### config.mk
export PLATFORM = sky130hd
export DESIGN_NAME = logic_pipe_flat
export DESIGN_NICKNAME = d
export VERILOG_FILES = /design/src/rtl/logic_pipe_pkg.sv /design/src/rtl/logic_pipe_if.sv /design/src/rtl/logic_pipe_stage.sv /design/src/rtl/logic_pipe.sv /design/src/flat_wrapper.sv
export SDC_FILE = /design/constraint.sdc
export NUM_CORES = 1
export LEC_CHECK = 0
export BUFFER_PORTS_ARGS = -buffer_cell sky130_fd_sc_hd__buf_2
export CELL_PAD_IN_SITES_DETAIL_PLACEMENT = 1
export CELL_PAD_IN_SITES_GLOBAL_PLACEMENT = 1
export CORE_MARGIN = 4
export CORE_UTILIZATION = 35
export DETAILED_ROUTE_END_ITERATION = 8
export PLACE_DENSITY = 0.71
export SYNTH_ARGS = -nofsm -noshare
export SYNTH_HDL_FRONTEND = slang
export SYNTH_SLANG_ARGS = --single-unit
### constraint.sdc
create_clock -name clk -period 4.55 [get_ports clk]
set_input_delay 0.455 -clock clk [delete_from_list [all_inputs] [get_ports clk]]
set_output_delay 0.455 -clock clk [all_outputs]
set_load 0.1 [all_outputs]
### src/rtl/logic_pipe_pkg.sv
// logic_pipe shared definitions: op codes and the bitwise function.
// Optional parity output is enabled by LOGIC_PIPE_PARITY_EN.
package logic_pipe_pkg;

  localparam int OPW  = 3;
  localparam int MAXW = 64;

  localparam logic [OPW-1:0] OP_AND   = 3'd0;
  localparam logic [OPW-1:0] OP_OR    = 3'd1;
  localparam logic [OPW-1:0] OP_XOR   = 3'd2;
  localparam logic [OPW-1:0] OP_NAND  = 3'd3;
  localparam logic [OPW-1:0] OP_NOR   = 3'd4;
  localparam logic [OPW-1:0] OP_XNOR  = 3'd5;
  localparam logic [OPW-1:0] OP_ANDN  = 3'd6;
  localparam logic [OPW-1:0] OP_PASSA = 3'd7;

  // Callers zero-extend operands to MAXW and cast the result back down.
  function automatic logic [MAXW-1:0] logic_op(
    input logic [MAXW-1:0] a,
    input logic [MAXW-1:0] b,
    input logic [OPW-1:0]  op
  );
    logic [MAXW-1:0] r;
    r = a;
    unique case (op)
      OP_AND:   r = a & b;
      OP_OR:    r = a | b;
      OP_XOR:   r = a ^ b;
      OP_NAND:  r = ~(a & b);
      OP_NOR:   r = ~(a | b);
      OP_XNOR:  r = ~(a ^ b);
      OP_ANDN:  r = a & ~b;
      OP_PASSA: r = a;
    endcase
    return r;
  endfunction

endpackage

### src/rtl/logic_pipe_if.sv
// logic_pipe handshake bundle: operand side and result side.
// Port p exists only when LOGIC_PIPE_PARITY_EN is defined.
interface logic_pipe_if #(
  parameter int WIDTH = 8
);
  import logic_pipe_pkg::*;

  logic             in_valid;
  logic             in_ready;
  logic [WIDTH-1:0] a;
  logic [WIDTH-1:0] b;
  logic [OPW-1:0]   op;
  logic             out_valid;
  logic             out_ready;
  logic [WIDTH-1:0] c;
  logic             d;
`ifdef LOGIC_PIPE_PARITY_EN
  logic             p;

  modport master (
    output in_valid, a, b, op, out_ready,
    input  in_ready, out_valid, c, d, p
  );

  modport slave (
    input  in_valid, a, b, op, out_ready,
    output in_ready, out_valid, c, d, p
  );
`else
  modport master (
    output in_valid, a, b, op, out_ready,
    input  in_ready, out_valid, c, d
  );

  modport slave (
    input  in_valid, a, b, op, out_ready,
    output in_ready, out_valid, c, d
  );
`endif

endinterface

### src/rtl/logic_pipe_stage.sv
// logic_pipe_stage: one valid bit plus payload register.
// Payload only changes when a valid item lands, so it holds under bubbles.
module logic_pipe_stage #(
  parameter int DW = 8
) (
  input  logic          clk,
  input  logic          rst_n,
  input  logic          load,
  input  logic          in_vld,
  input  logic [DW-1:0] in_data,
  output logic          vld,
  output logic [DW-1:0] data
);

  // Load from upstream when allowed; keep old payload on an empty load.
  always_ff @(posedge clk) begin
    if (!rst_n) begin
      vld  <= 1'b0;
      data <= '0;
    end else if (load) begin
      vld <= in_vld;
      if (in_vld) data <= in_data;
    end
  end

endmodule

### src/rtl/logic_pipe.sv
// logic_pipe: bitwise op + zero flag, carried through STAGES stages.
// Define LOGIC_PIPE_PARITY_EN to add parity output p.
module logic_pipe
  import logic_pipe_pkg::*;
#(
  parameter int WIDTH  = 8,
  parameter int STAGES = 2
) (
  input logic         clk,
  input logic         rst_n,
  logic_pipe_if.slave bus
);

`ifdef LOGIC_PIPE_PARITY_EN
  localparam int PW = WIDTH + 2;
`else
  localparam int PW = WIDTH + 1;
`endif

  logic [WIDTH-1:0] res;
  logic [PW-1:0]    pay;
  logic [STAGES-1:0] vld;
  logic [STAGES:0]   ld;
  logic [PW-1:0]     sd [STAGES];

  assign res = WIDTH'(logic_op(MAXW'(bus.a), MAXW'(bus.b), bus.op));

`ifdef LOGIC_PIPE_PARITY_EN
  assign pay = {^res, ~|res, res};
`else
  assign pay = {~|res, res};
`endif

  // Ready chain: a stage loads if empty or if the next stage can load.
  always_comb begin
    ld = '0;
    ld[STAGES] = bus.out_ready;
    for (int k = STAGES - 1; k >= 0; k--) begin
      ld[k] = !vld[k] || ld[k+1];
    end
  end

  for (genvar k = 0; k < STAGES; k++) begin : g_stg
    if (k == 0) begin : g_head
      logic_pipe_stage #(.DW(PW)) u_stg (
        .clk     (clk),
        .rst_n   (rst_n),
        .load    (ld[k]),
        .in_vld  (bus.in_valid),
        .in_data (pay),
        .vld     (vld[k]),
        .data    (sd[k])
      );
    end else begin : g_body
      logic_pipe_stage #(.DW(PW)) u_stg (
        .clk     (clk),
        .rst_n   (rst_n),
        .load    (ld[k]),
        .in_vld  (vld[k-1]),
        .in_data (sd[k-1]),
        .vld     (vld[k]),
        .data    (sd[k])
      );
    end
  end

  assign bus.in_ready  = ld[0];
  assign bus.out_valid = vld[STAGES-1];
  assign bus.c         = sd[STAGES-1][WIDTH-1:0];
  assign bus.d         = sd[STAGES-1][WIDTH];
`ifdef LOGIC_PIPE_PARITY_EN
  assign bus.p         = sd[STAGES-1][WIDTH+1];
`endif

endmodule

### src/flat_wrapper.sv
// flat-port wrapper written by rule: the top's interface ports become plain ports
module logic_pipe_flat import logic_pipe_pkg::*;
#(
  parameter int WIDTH  = 8,
  parameter int STAGES = 2
)
  (clk, rst_n, bus_in_valid, bus_a, bus_b, bus_op, bus_out_ready, bus_in_ready, bus_out_valid, bus_c, bus_d);
  logic_pipe_if #(.WIDTH(WIDTH)) bus_i ();
  input logic clk;
  input logic rst_n;
  input wire logic [$bits(bus_i.in_valid)-1:0] bus_in_valid;
  input wire logic [$bits(bus_i.a)-1:0] bus_a;
  input wire logic [$bits(bus_i.b)-1:0] bus_b;
  input wire logic [$bits(bus_i.op)-1:0] bus_op;
  input wire logic [$bits(bus_i.out_ready)-1:0] bus_out_ready;
  output wire logic [$bits(bus_i.in_ready)-1:0] bus_in_ready;
  output wire logic [$bits(bus_i.out_valid)-1:0] bus_out_valid;
  output wire logic [$bits(bus_i.c)-1:0] bus_c;
  output wire logic [$bits(bus_i.d)-1:0] bus_d;
  assign bus_i.in_valid = bus_in_valid;
  assign bus_i.a = bus_a;
  assign bus_i.b = bus_b;
  assign bus_i.op = bus_op;
  assign bus_i.out_ready = bus_out_ready;
  assign bus_in_ready = bus_i.in_ready;
  assign bus_out_valid = bus_i.out_valid;
  assign bus_c = bus_i.c;
  assign bus_d = bus_i.d;
  logic_pipe #(.WIDTH(WIDTH), .STAGES(STAGES)) u_core (.clk(clk), .rst_n(rst_n), .bus(bus_i));
endmodule
## Word level (Yosys, flattened, before mapping)

Index checks and enable logic that the tools add are counted.

| storage, ports and cells | value |
|---|---|
| flip-flop bits (word level) | 20 |
| logic and storage cells | 29 |
| input port bits | 23 |
| output and inout bits | 11 |

| operators by class | value |
|---|---|
| eq/ne operators | 7 |
| multiplexer cells | 1 |
| reductions and logical operators | 9 |
| bitwise gates (word level) | 8 |

Operators by type and width:

| cell | number |
|---|---|
| 8-bit case mux with 8 select lines | 1 |
| 8-bit NOT | 4 |
| 8-bit AND | 2 |
| 3-bit equality test, second input constant | 4 |
| 8-bit bitwise OR | 1 |
| 8-bit OR reduction | 1 |
| 8-bit bitwise XOR | 1 |
| 3-bit by 2-bit equality test with 1-bit output, second input constant | 2 |
| 2-bit AND reduction | 2 |
| 3-bit by 1-bit equality test with 1-bit output, second input constant | 1 |
| 1-bit zero test | 3 |
| 3-bit zero test | 1 |
| 1-bit logical OR | 2 |

## Longest topological paths before layout

| depth | value |
|---|---|
| depth in word-level cells | 5 |
| depth in mapped cells | 9 |
| gate-level depth less buffers | 8 |

## By module

A second synthesis with hierarchy kept.

| second synthesis, totals | value |
|---|---|
| cell total of the unflattened synthesis | 224 |
| area total of the unflattened synthesis | 1828.0 um^2 |

Modules (own cells, without submodules):

| module | area an instance (um^2) | cells an instance | instances | sequential area each (um^2) |
|---|---|---|---|---|
| logic_pipe | 1034.7 | 134 | 1 | 0.0 |
| logic_pipe_stage | 396.6 | 45 | 2 | 200.2 |

## Least setup slack after synthesis

Ideal clock, no wire load.

| timing path | value |
|---|---|
| path kind | register to register |
| from | register u_core.g_stg[1].g_body.u_stg.vld |
| to | register u_core.g_stg[0].g_head.u_stg.data[3] |
| path slack | 1.925 ns |
| buffers on the path | 0 |
| period minus slack after synthesis | 2.625 ns |
| library setup time | 0.115 ns |
| stages on the path, launching flop included | 6 |
| arrival | 2.510 ns |
| path through | dfxtp_1 -> nor2b_1 -> nand2_1 -> nand2_1 -> o21ai_0 -> and2_1 |

| between the ends | value |
|---|---|
| word-level cells in the longest chain between the ends | 4 |

Ends and longest elaborated chain:

| what | line | RTL |
|---|---|---|
| start: declaration | logic_pipe_stage.sv:11 | `output logic vld,` |
| start signal: assignment | logic_pipe_stage.sv:21 | `vld <= in_vld;` |
| 1-bit zero test | logic_pipe.sv:39 | `ld[k] = !vld[k] \|\| ld[k+1];` |
| 1-bit logical OR (2 in series) | logic_pipe.sv:39 |  |
| net bus_in_ready | flat_wrapper.sv:16 | `output wire logic [$bits(bus_i.in_ready)-1:0] bus_in_ready;` |
| 2-bit AND reduction (no line) | n/a |  |
| end signal: assignment | logic_pipe_stage.sv:22 | `if (in_vld) data <= in_data;` |
| end: declaration | logic_pipe_stage.sv:12 | `output logic [DW-1:0] data` |

The timed path passes the listed nets, and every way through them passes these cells.
A chain may end at the register's enable or synchronous reset.

## Worst setup path in the final report

| timing path | value |
|---|---|
| from | input bus_op[2] |
| to | register u_core.g_stg[0].g_head.u_stg.data[8] |

| between the ends | value |
|---|---|
| word-level cells in the longest chain between the ends | 4 |

Ends and longest elaborated chain:

| what | line | RTL |
|---|---|---|
| start: declaration | flat_wrapper.sv:14 | `input wire logic [$bits(bus_i.op)-1:0] bus_op;` |
| 3-bit equality test, or another cell as far along | logic_pipe_pkg.sv:25 | `unique case (op)` |
| 8-bit case mux with 8 select lines * | logic_pipe_pkg.sv:25 |  |
| 8-bit OR reduction * | logic_pipe.sv:31 | `assign pay = {~\|res, res};` |
| 1-bit zero test * | logic_pipe.sv:31 |  |

Every way passes the cells marked *; elsewhere a longest branch is shown, timed or not.

==> flow_summary_export.csv <==
group,metric,value,unit
floorplanning,dieArea,6170,sq um
setup_path,critPathRequiredTime,4.75,ns
synth,yosys.cell_types.count,47,
route,vias,1453,
placed_design,dpl_cell_area,1920,sq um
synth,synth_ff_type,"dfxtp_1",
floorplanning,core-area,4790,sq um
layout,n_antenna_cell,0,
clock_network,hold_buffers,0,
global_routing,antenna_found_initial,0,
route,wl_per_cell,12.5,um
setup_path,cp.arrival,2.27,ns
route,viasPerCell,4.99,
clock_network,cts_setup_buffers,0,
route,postRouteAntennaNets,0,
layout,utilization,41.2,%
run_status,status,"completed",
power,p_int,0.315,mW
placed_design,dp_slack,2.19,ns
route,drc,0,
flow_run,drv_cap,0,
power,power.leakage,0.988,nW
sta,rsz0062_at_grt,"no",
clock_network,htreeDepth,1,
placed_design,dp_hpwl,2830,um
sta,slew_headroom,57.1,%
global_routing,grt_max_degree,38,
setup_path,start_kind,"input port",
sta,period_needed,2.08,ns
global_routing,grt_pass1_vias,1490,
synth,ys_async_sr_fraction,0,%
power,p_switching,0.142,mW
sta,skew,0.00133,ns
synth,yosysWarnings,0,
synth,synth_edf_count,0,
global_routing,overflow,0,
global_routing,grt_util_all_layers,12.6,%
synth,synth-xor-area-share,0,%
clock_network,clk_pin_slew,0.07,ns
floorplanning,die_y,78.5,um
layout,drive_gt1_share,19.2,%
layout,final_area,1970,sq um
power,clkPwrFrac,29.4,%
synth,synthAdderAreaFrac,17.2,%
sta,hold_viol,0,
setup_path,crit_type,"input port to flop",
sta,worst_pin_slew,0.643,ns
synth,avgSynthCellArea,8.67,sq um
clock_network,ctsResizeCount,0,
floorplanning,dieWidth,78.5,um
layout,layout.nets,272,
clock_network,cts_buffer_depth,2,
sta,maxSlewViolCount,0,
sta,fin_tns_setup,0,ns
clock_network,clk_root_buffer_cell,"clkbuf_8",
setup_path,cp-end-kind,"flop",
synth,syn_inst,201,
power,powerDensity,232,nW/um^2
synth,synth_seq_cells,20,
sta,finalCritPeriodShare,45.7,%
power,switching_share,31.1,%
route,drt_iter0_markers,51,
floorplanning,start_util,36.4,%
clock_network,clock_latency,0.26,ns
power,power_frac_seq,41.3,%
synth,muxShareOfSynthArea,15.3,%
synth,synth_area,1740,sq um
floorplanning,num_io_pins,34,
synth,ys_seq_area_share,23.0,%
route,first_pass_iters,4,
global_routing,grt_pass1_wl,6450,um
layout,instances_no_fill,291,
sta,setup_viol,0,
layout,syn2layout_area_growth,13.3,%
route,wl,3640,um
placed_design,portBuffers,33,
layout,final_cell_mix,"33 x buf_2, 24 x ha_1, 21 x inv_1, 20 x dfxtp_1, 16 x nor2b_1",
worst_hold_path,hp-class,"flop to flop",
synth,synth_top_family_by_area,"simple AND/OR/NAND/NOR gates",
power,power_frac_comb,29.4,%
power,ir_drop,78.3,uV
clock_network,numCtsBuffers,3,
placed_design,place.gp.congestion,0.733,
synth,synth_nets,248,
clock_network,cts_tree,"yes",
sta,fmax,0.481,GHz
synth,synth-simple-area-share,21.0,%
setup_path,worstPathMaxFanout,34,
floorplanning,rows,25,
placed_design,placed_cells,287,
layout,final_common_cell,"buf_2",
clock_network,numClockSinks,20,
sta,setup_slack,2.47,ns
synth,synth_compound_area_share,14.7,%
logic make-up (layout without fill, tap and decap cells):
family | count (synthesis) | in the layout
mux | 22 | 22
simple gates | 65 | 65
fa+ha+maj | 24 | 24
buf+inv | 35 | 58
flops | 20 | 20
compound gates | 35 | 35
through the flow:
stage	hold WS [ns]	total power [mW]
after floorplan	0.436	0.297
after global placement	0.457	0.326
after detailed placement	0.459	0.329
after CTS	0.467	0.464
after global routing	0.497	0.489
final	0.465	0.457
area by class of cell:
| class | instances | area (sq um) |
|---|---|---|
| sequential | 20 | 400 |
| clock buffer | 4 | 55.1 |
| fill | 615 | 2810 |
| tap | 67 | 83.8 |
| timing repair buffer | 33 | 165 |
| inverter | 21 | 78.8 |
| multi-input combinational | 146 | 1190 |
routing by layer:
metal  part of all wire [%]  wire length, um  vias up  track usage (%)
li1                       -                -      741                -
met1                     45             1640      680             14.8
met2                     49             1790       27             22.9
met3                    4.3              156        5             2.06
met4                    1.5               53        0             4.20
met5                      0                0        -                0
critical path, stage by stage:
cell and delay [ns]:
buf_2 0.49, mux2_1 0.38, mux4_2 0.47, and4b_1 0.26, nand4_1 0.09, o21ai_1 0.13
registers in the layout (all words and copies together) (netlist names):
signal and flops:
u_core.g_stg.g_body.u_stg.data 9, u_core.g_stg.g_head.u_stg.vld 1, u_core.g_stg.g_head.u_stg.data 9, u_core.g_stg.g_body.u_stg.vld 1
worst paths after layout:
check	startpoint	to	slack [ns]	cells after the start
max	bus_op[2]	u_core.g_stg[0].g_head.u_stg.data[8]$_SDFFE_PN0P_	2.47	6
min	u_core.g_stg[0].g_head.u_stg.data[1]$_SDFFE_PN0P_	u_core.g_stg[0].g_head.u_stg.data[1]$_SDFFE_PN0P_	0.46	2
max reg2reg	u_core.g_stg[1].g_body.u_stg.vld$_SDFFE_PN0P_	u_core.g_stg[0].g_head.u_stg.data[8]$_SDFFE_PN0P_	2.76	6
min reg2reg	u_core.g_stg[0].g_head.u_stg.data[1]$_SDFFE_PN0P_	u_core.g_stg[0].g_head.u_stg.data[1]$_SDFFE_PN0P_	0.46	2
synth_stat cells, drive strengths merged (4+ instances only):
master	instances	area (sq um)
inv	21	78.8
buf	8	50.0
dfxtp	20	400
ha	24	300
o21ai	10	50.0
nand2	15	56.3
nor2	6	22.5
and2	5	31.3
clkbuf	6	22.5
mux2	4	45.0
mux2i	15	150
nor2b	16	100
nand2b	5	31.3
power by group through the flow:
stage / Sequential, mW / Combinational, mW / Clock [mW]
finish: 0.189 / 0.134 / 0.134
global placement: 0.193 / 0.133 / 0
global route: 0.190 / 0.152 / 0.147
floorplan: 0.211 / 0.0864 / 0
detailed placement: 0.193 / 0.136 / 0
CTS: 0.189 / 0.137 / 0.139
(Power assumes the default switching activity.)
